### src/rtl/memory_bus_arbiter.sv
// Round-robin arbiter granting one of fetch/load/store requesters a single
// outstanding DRAM transaction. Optional watchdog: define MEM_ARB_TIMEOUT_EN.
module memory_bus_arbiter #(
  parameter int unsigned ADDR_W         = 21,
  parameter int unsigned DATA_W         = 64,
  parameter int unsigned TIMEOUT_CYCLES = 255
) (
  input  logic                clk,
  input  logic                reset,
  input  logic [2:0]          req_valid,
  input  logic [2:0]          req_write,
  input  logic [3*ADDR_W-1:0] req_addr,
  input  logic [3*DATA_W-1:0] req_wdata,
  output logic [2:0]          req_ready,
  output logic [2:0]          rsp_valid,
  output logic [DATA_W-1:0]   rsp_rdata,
  output logic                rsp_error,
  output logic                mem_req_valid,
  input  logic                mem_req_ready,
  output logic                mem_req_write,
  output logic [ADDR_W-1:0]   mem_req_addr,
  output logic [DATA_W-1:0]   mem_req_wdata,
  input  logic                mem_rsp_valid,
  input  logic [DATA_W-1:0]   mem_rsp_rdata
);

  typedef enum logic [1:0] {IDLE, ISSUE, WAIT_RSP} state_e;

  state_e              state_q, state_d;
  logic [1:0]          rr_ptr_q, rr_ptr_d;
  logic [1:0]          owner_q, owner_d;
  logic                write_q, write_d;
  logic [ADDR_W-1:0]   addr_q, addr_d;
  logic [DATA_W-1:0]   wdata_q, wdata_d;
  logic                mem_req_valid_q, mem_req_valid_d;
  logic [2:0]          rsp_valid_q, rsp_valid_d;
  logic [DATA_W-1:0]   rsp_rdata_q, rsp_rdata_d;
  logic                rsp_error_q, rsp_error_d;
  logic [2:0]          req_ready_c;

  logic [ADDR_W-1:0]   addr_a  [3];
  logic [DATA_W-1:0]   wdata_a [3];
  logic                grant_c;
  logic [1:0]          grant_idx_c;
  logic [1:0]          scan_idx_c;
  logic [2:0]          scan_sum_c;

`ifdef MEM_ARB_TIMEOUT_EN
  localparam int unsigned CNT_W = $clog2(TIMEOUT_CYCLES + 1);
  logic [CNT_W-1:0]    cnt_q, cnt_d;
`else
  logic unused_timeout;
  assign unused_timeout = (TIMEOUT_CYCLES == 0);
`endif

  for (genvar g = 0; g < 3; g++) begin : g_slice
    assign addr_a[g]  = req_addr[g*ADDR_W +: ADDR_W];
    assign wdata_a[g] = req_wdata[g*DATA_W +: DATA_W];
  end

  // First requesting slot at or after rr_ptr, wrapping mod 3
  always_comb begin
    grant_c     = 1'b0;
    grant_idx_c = 2'd0;
    scan_idx_c  = 2'd0;
    scan_sum_c  = 3'd0;
    for (int k = 0; k < 3; k++) begin
      scan_sum_c = {1'b0, rr_ptr_q} + 3'(k);
      scan_idx_c = (scan_sum_c >= 3'd3) ? 2'(scan_sum_c - 3'd3) : scan_sum_c[1:0];
      if (!grant_c && req_valid[scan_idx_c]) begin
        grant_c     = 1'b1;
        grant_idx_c = scan_idx_c;
      end
    end
  end

  always_ff @(posedge clk or posedge reset) begin
    if (reset) begin
      state_q         <= IDLE;
      rr_ptr_q        <= 2'd0;
      owner_q         <= 2'd0;
      write_q         <= 1'b0;
      addr_q          <= '0;
      wdata_q         <= '0;
      mem_req_valid_q <= 1'b0;
      rsp_valid_q     <= 3'd0;
      rsp_rdata_q     <= '0;
      rsp_error_q     <= 1'b0;
`ifdef MEM_ARB_TIMEOUT_EN
      cnt_q           <= '0;
`endif
    end else begin
      state_q         <= state_d;
      rr_ptr_q        <= rr_ptr_d;
      owner_q         <= owner_d;
      write_q         <= write_d;
      addr_q          <= addr_d;
      wdata_q         <= wdata_d;
      mem_req_valid_q <= mem_req_valid_d;
      rsp_valid_q     <= rsp_valid_d;
      rsp_rdata_q     <= rsp_rdata_d;
      rsp_error_q     <= rsp_error_d;
`ifdef MEM_ARB_TIMEOUT_EN
      cnt_q           <= cnt_d;
`endif
    end
  end

  always_comb begin
    state_d         = state_q;
    rr_ptr_d        = rr_ptr_q;
    owner_d         = owner_q;
    write_d         = write_q;
    addr_d          = addr_q;
    wdata_d         = wdata_q;
    mem_req_valid_d = mem_req_valid_q;
    rsp_valid_d     = 3'd0;
    rsp_rdata_d     = '0;
    rsp_error_d     = 1'b0;
    req_ready_c     = 3'd0;
`ifdef MEM_ARB_TIMEOUT_EN
    cnt_d           = cnt_q;
`endif
    unique case (state_q)
      IDLE: begin
        // Acceptance is a same-cycle pulse; masked while reset is held
        if (grant_c && !reset) begin
          req_ready_c     = 3'b001 << grant_idx_c;
          owner_d         = grant_idx_c;
          write_d         = req_write[grant_idx_c];
          addr_d          = addr_a[grant_idx_c];
          wdata_d         = wdata_a[grant_idx_c];
          rr_ptr_d        = (grant_idx_c == 2'd2) ? 2'd0 : grant_idx_c + 2'd1;
          mem_req_valid_d = 1'b1;
          state_d         = ISSUE;
`ifdef MEM_ARB_TIMEOUT_EN
          cnt_d           = '0;
`endif
        end
      end
      ISSUE: begin
        if (mem_req_ready) begin
          mem_req_valid_d = 1'b0;
          state_d         = WAIT_RSP;
        end
      end
      WAIT_RSP: begin
        if (mem_rsp_valid) begin
          rsp_valid_d = 3'b001 << owner_q;
          rsp_rdata_d = write_q ? '0 : mem_rsp_rdata;
          state_d     = IDLE;
        end
      end
      default: state_d = IDLE;
    endcase
`ifdef MEM_ARB_TIMEOUT_EN
    // A real response in the final cycle wins over the watchdog
    if (state_q == ISSUE || state_q == WAIT_RSP) begin
      cnt_d = cnt_q + CNT_W'(1);
      if (cnt_q == CNT_W'(TIMEOUT_CYCLES - 1) &&
          !(state_q == WAIT_RSP && mem_rsp_valid)) begin
        rsp_valid_d     = 3'b001 << owner_q;
        rsp_rdata_d     = '0;
        rsp_error_d     = 1'b1;
        mem_req_valid_d = 1'b0;
        state_d         = IDLE;
      end
    end
`endif
  end

  assign req_ready     = req_ready_c;
  assign rsp_valid     = rsp_valid_q;
  assign rsp_rdata     = rsp_rdata_q;
  assign rsp_error     = rsp_error_q;
  assign mem_req_valid = mem_req_valid_q;
  assign mem_req_write = write_q;
  assign mem_req_addr  = addr_q;
  assign mem_req_wdata = wdata_q;

endmodule
### config.mk
export PLATFORM = sky130hd
export DESIGN_NAME = memory_bus_arbiter
export DESIGN_NICKNAME = d
export VERILOG_FILES = /design/src/rtl/memory_bus_arbiter.sv
export SDC_FILE = /design/constraint.sdc
export NUM_CORES = 1
export LEC_CHECK = 0
export ABC_AREA = 0
export CORE_AREA = 2 2 191 193
export CTS_CLUSTER_DIAMETER = 60
export DETAILED_ROUTE_END_ITERATION = 7
export DIE_AREA = 0 0 193 195
export PLACE_DENSITY = 0.6
export REMOVE_ABC_BUFFERS = 1
export SYNTH_ARGS = -nofsm -noshare
export SYNTH_HDL_FRONTEND = slang
export SYNTH_SLANG_ARGS = --single-unit
### constraint.sdc
create_clock -name clk -period 7.3 [get_ports clk]
set_clock_uncertainty 0.1 [all_clocks]
set_input_delay 1.095 -clock clk [delete_from_list [all_inputs] [get_ports clk]]
set_output_delay 1.095 -clock clk [all_outputs]
set_load 0.02 [all_outputs]
==> results.py <==
metrics = {
    "floorplan": {
        "start_util": 0.198,
        "rows": 69,
        "die_h_um": 195,
        "io_pins": 487,
        "die-area_um2": 37600,
        "core_um2": 35400,
        "die_w_um": 193,
    },
    "place": {
        "dpl.cell_count": 1496,
        "hpwlAfterDp_um": 21000,
        "portBuffers": 485,
        "place.gp.congestion": 0.816,
        "dp_worst_setup_slack_ns": 2.49,
    },
    "logic_synthesis": {
        "synth_seq_cells": 160,
        "ys_warn_count": 0,
        "yosys.area.top_type": "dfrtp_1",
        "ys_async_sr_fraction": 1.00,
        "syn-instance-count": 590,
        "synth_area_um2": 7000,
        "synth_top_area_share": 0.572,
        "ys_types": 37,
        "synth_ff_type": "dfrtp_1",
        "synth_area_per_cell_um2": 11.9,
        "synth_area_leaders": "dfrtp_1, mux2i_1, a22oi_1, and2_1, o21ai_0",
        "synth-edff-count": 0,
        "ys_seq_area_frac": 0.572,
    },
    "sta": {
        "fmax_ghz": 0.208,
        "finalSetupViolations": 0,
        "hold_viol_final": 0,
        "slew_violations": 0,
        "min_period_over_period": 0.658,
        "fin_tns_setup_ns": 0,
        "hold_ws_ns": 0.373,
        "postLayoutSetupSlackWorst_ns": 2.50,
        "slew_headroom": 0.266,
        "rsz0062_at_grt": "false",
        "post-route-min-period_ns": 4.80,
        "worst_pin_slew_ns": 1.10,
    },
    "clock_network": {
        "clk_latency_ns": 0.44,
        "cts_buffers": 17,
        "cts_resized": 0,
        "ctsHoldBuffers": 0,
        "cts_buffer_depth": 2,
        "ctsRootBufferMaster": "clkbuf_16",
        "clk_pin_slew_ns": 0.06,
        "tritoncts": "yes",
        "htreeDepth": 4,
        "cts_sinks": 160,
        "cts_setup_buffers": 0,
    },
    "route": {
        "wl_per_cell_um": 18.4,
        "drc": 0,
        "antenna_left": 0,
        "num_vias": 6532,
        "dr.first_iter.drc_count": 202,
        "wl_um": 28100,
        "routed_via_density": 4.27,
        "first_pass_iters": 5,
    },
    "worst_setup_path": {
        "cp_num_cells": 7,
        "criticalPathCategory": "primary input to output port",
        "cp_slowest_cell": "buf_4",
        "cp-startpoint": "req_valid[1]",
        "start_kind": "primary input",
        "crit_path_cell_trace": "clkdlybuf4s50_1, mux2i_1, nor2_1, o41ai_4, buf_4, nor2_1, clkdlybuf4s50_1",
        "crit_path_end": "req_ready[1]",
        "r2r_start": "rr_ptr_q[0]",
        "crit_family": "buffers and inverters",
        "crit_required_ns": 6.11,
        "crit_arrival_ns": 3.61,
        "cp-end-kind": "output port",
        "worst_path_largest_cell_delay_ns": 0.56,
        "rrSetupSlack_ns": 3.78,
        "critPathMaxFanout": 53,
        "r2r-end": "mem_req_addr[8]",
        "r2r_cells": 11,
        "crit_buf_inv": 3,
    },
    "global_route": {
        "antenna_found_initial": 0,
        "grt_usage": 0.146,
        "grt_pass1_wl_um": 40800,
        "grt_start_max_net_pins": 87,
        "grt_overflow": 0,
        "grt_pass1_vias": 6732,
    },
    "finish": {
        "areaGrowthSynthToFinish_pct": 83.6,
        "final_nets": 1387,
        "stdcell_count": 1528,
        "diodes": 0,
        "drive_gt1_frac": 0.0450,
    },
    "hold_path": {
        "hold_class": "flop to flop",
    },
    "power_and_ir_drop": {
        "power.net_switching_w": 0.00187,
        "seqPwrFrac": 0.284,
        "internal-power_w": 0.00280,
        "power.density_nw_per_um2": 363,
        "sw_frac_of_total": 0.401,
        "clockPowerShare": 0.190,
        "pwr-share-comb": 0.526,
        "power.total_w": 0.00467,
        "p_leak_nw": 5.19,
        "ir_worst_vdd_uv": 536,
    },
    "outcome": {
        "outcome": "complete, no violations",
    },
    "job": {
        "drv_cap": 0,
    },
}
-- Yosys cell counts (3+ instances only) --
master	count
dfrtp_1	160
nor2_1	6
buf_6	4
nor3_1	3
buf_2	17
o21ai_0	60
ha_1	4
nand2b_1	4
inv_1	4
o21ai_1	30
a22oi_1	86
mux2i_1	88
buf_4	5
clkbuf_1	20
and2_1	64
nand2_1	8
-- final cells by class --
| cell class | instances | area (um^2) |
|---|---|---|
| tap | 461 | 577 |
| fill | 3568 | 22500 |
| clock buffer | 18 | 439 |
| inverter | 4 | 20.0 |
| sequential | 160 | 4000 |
| timing repair buffer | 493 | 4910 |
| multi-input combinational | 378 | 2770 |
| clock inverter | 14 | 129 |
-- cells by family (layout without fill, tap and decap cells) --
| logic type | Yosys count | count (layout) | synth area share |
|---|---|---|---|
| AO/OA/AOI/OAI | 192 | 192 | 0.178 |
| flip-flops | 160 | 160 | 0.572 |
| AND/OR/NAND/NOR | 93 | 93 | 0.0781 |
| multiplexers | 88 | 88 | 0.126 |
| buffers and inverters | 52 | 529 | 0.0382 |
| adder cells (fa/ha/maj) | 4 | 4 | 0.00715 |
| other | 1 | 1 | 0.000536 |
-- per-layer routing --
layer | part of all wire | track usage | routed length [um]
met1 | 0.40 | 0.173 | 11200
met2 | 0.50 | 0.241 | 14000
met3 | 0.092 | 0.0616 | 2580
met4 | 0.015 | 0.0401 | 412
met5 | 0 | 0 | 0
-- worst min-delay path by stage --
stage               startpoint           end  slack (ns)  depth (start not counted)
floorplan           owner_q[1]  rsp_valid[1]        0.35                          1
global placement    owner_q[1]  rsp_valid[1]        0.36                          1
detailed placement  owner_q[1]  rsp_valid[1]        0.37                          1
CTS                 owner_q[1]  rsp_valid[1]        0.38                          1
global route        owner_q[1]  rsp_valid[1]        0.40                          1
finish              owner_q[1]  rsp_valid[1]        0.37                          1
-- worst reg2reg max path: cells and delay by family, from the launching register on --
kind | cells | cell delay, ns
fa+ha+maj | 1 | 0.38
flops | 1 | 0.39
simple gates | 1 | 0.23
compound gates | 5 | 0.91
buf+inv | 4 | 1.40
-- layout by cell type (no fill, tap or decap), drive strengths merged --
cell,instances
nor2,6
a32o,1
a31oi,2
a21o,1
o32a,1
nor3b,2
o22ai,1
and3,1
dfrtp,160
clkdlybuf4s50,485
nand2,8
o21a,1
a32oi,1
o41a,1
ha,4
buf,8
nor2b,2
o31ai,1
nand2b,4
clkbuf,18
inv,9
a22oi,86
clkinv,6
nand3b,2
o41ai,1
a21boi,1
o21ai,90
bufinv,1
nand3,1
a21oi,3
clkinvlp,2
and2,64
nor3,3
a21bo,1
mux2i,88
conb,1
-- stage by stage --
stage	util	area (um^2)
floorplan	-	6750
global placement	0.347	12300
detailed placement	0.347	12300
CTS	0.363	12900
global route	0.363	12900
finish	0.363	12900
-- registers in the layout, indices dropped and copies added, names as in the netlist --
register       flops
mem_req_valid      1
rsp_valid          3
owner_q            2
rsp_rdata         64
rr_ptr_q           2
mem_req_write      1
state_q            2
mem_req_addr      21
mem_req_wdata     64
-- power by group through the flow --
stage          Combinational (W)  Sequential (W)  Clock, W
2_1_floorplan            0.00127         0.00164         0
3_3_place_gp             0.00246         0.00133         0
3_5_place_dp             0.00249         0.00134         0
4_1_cts                  0.00249         0.00133  0.000922
5_1_grt                  0.00264         0.00136  0.000957
6_report                 0.00245         0.00132  0.000889
Note: power is estimated with default switching activity, not from simulation.
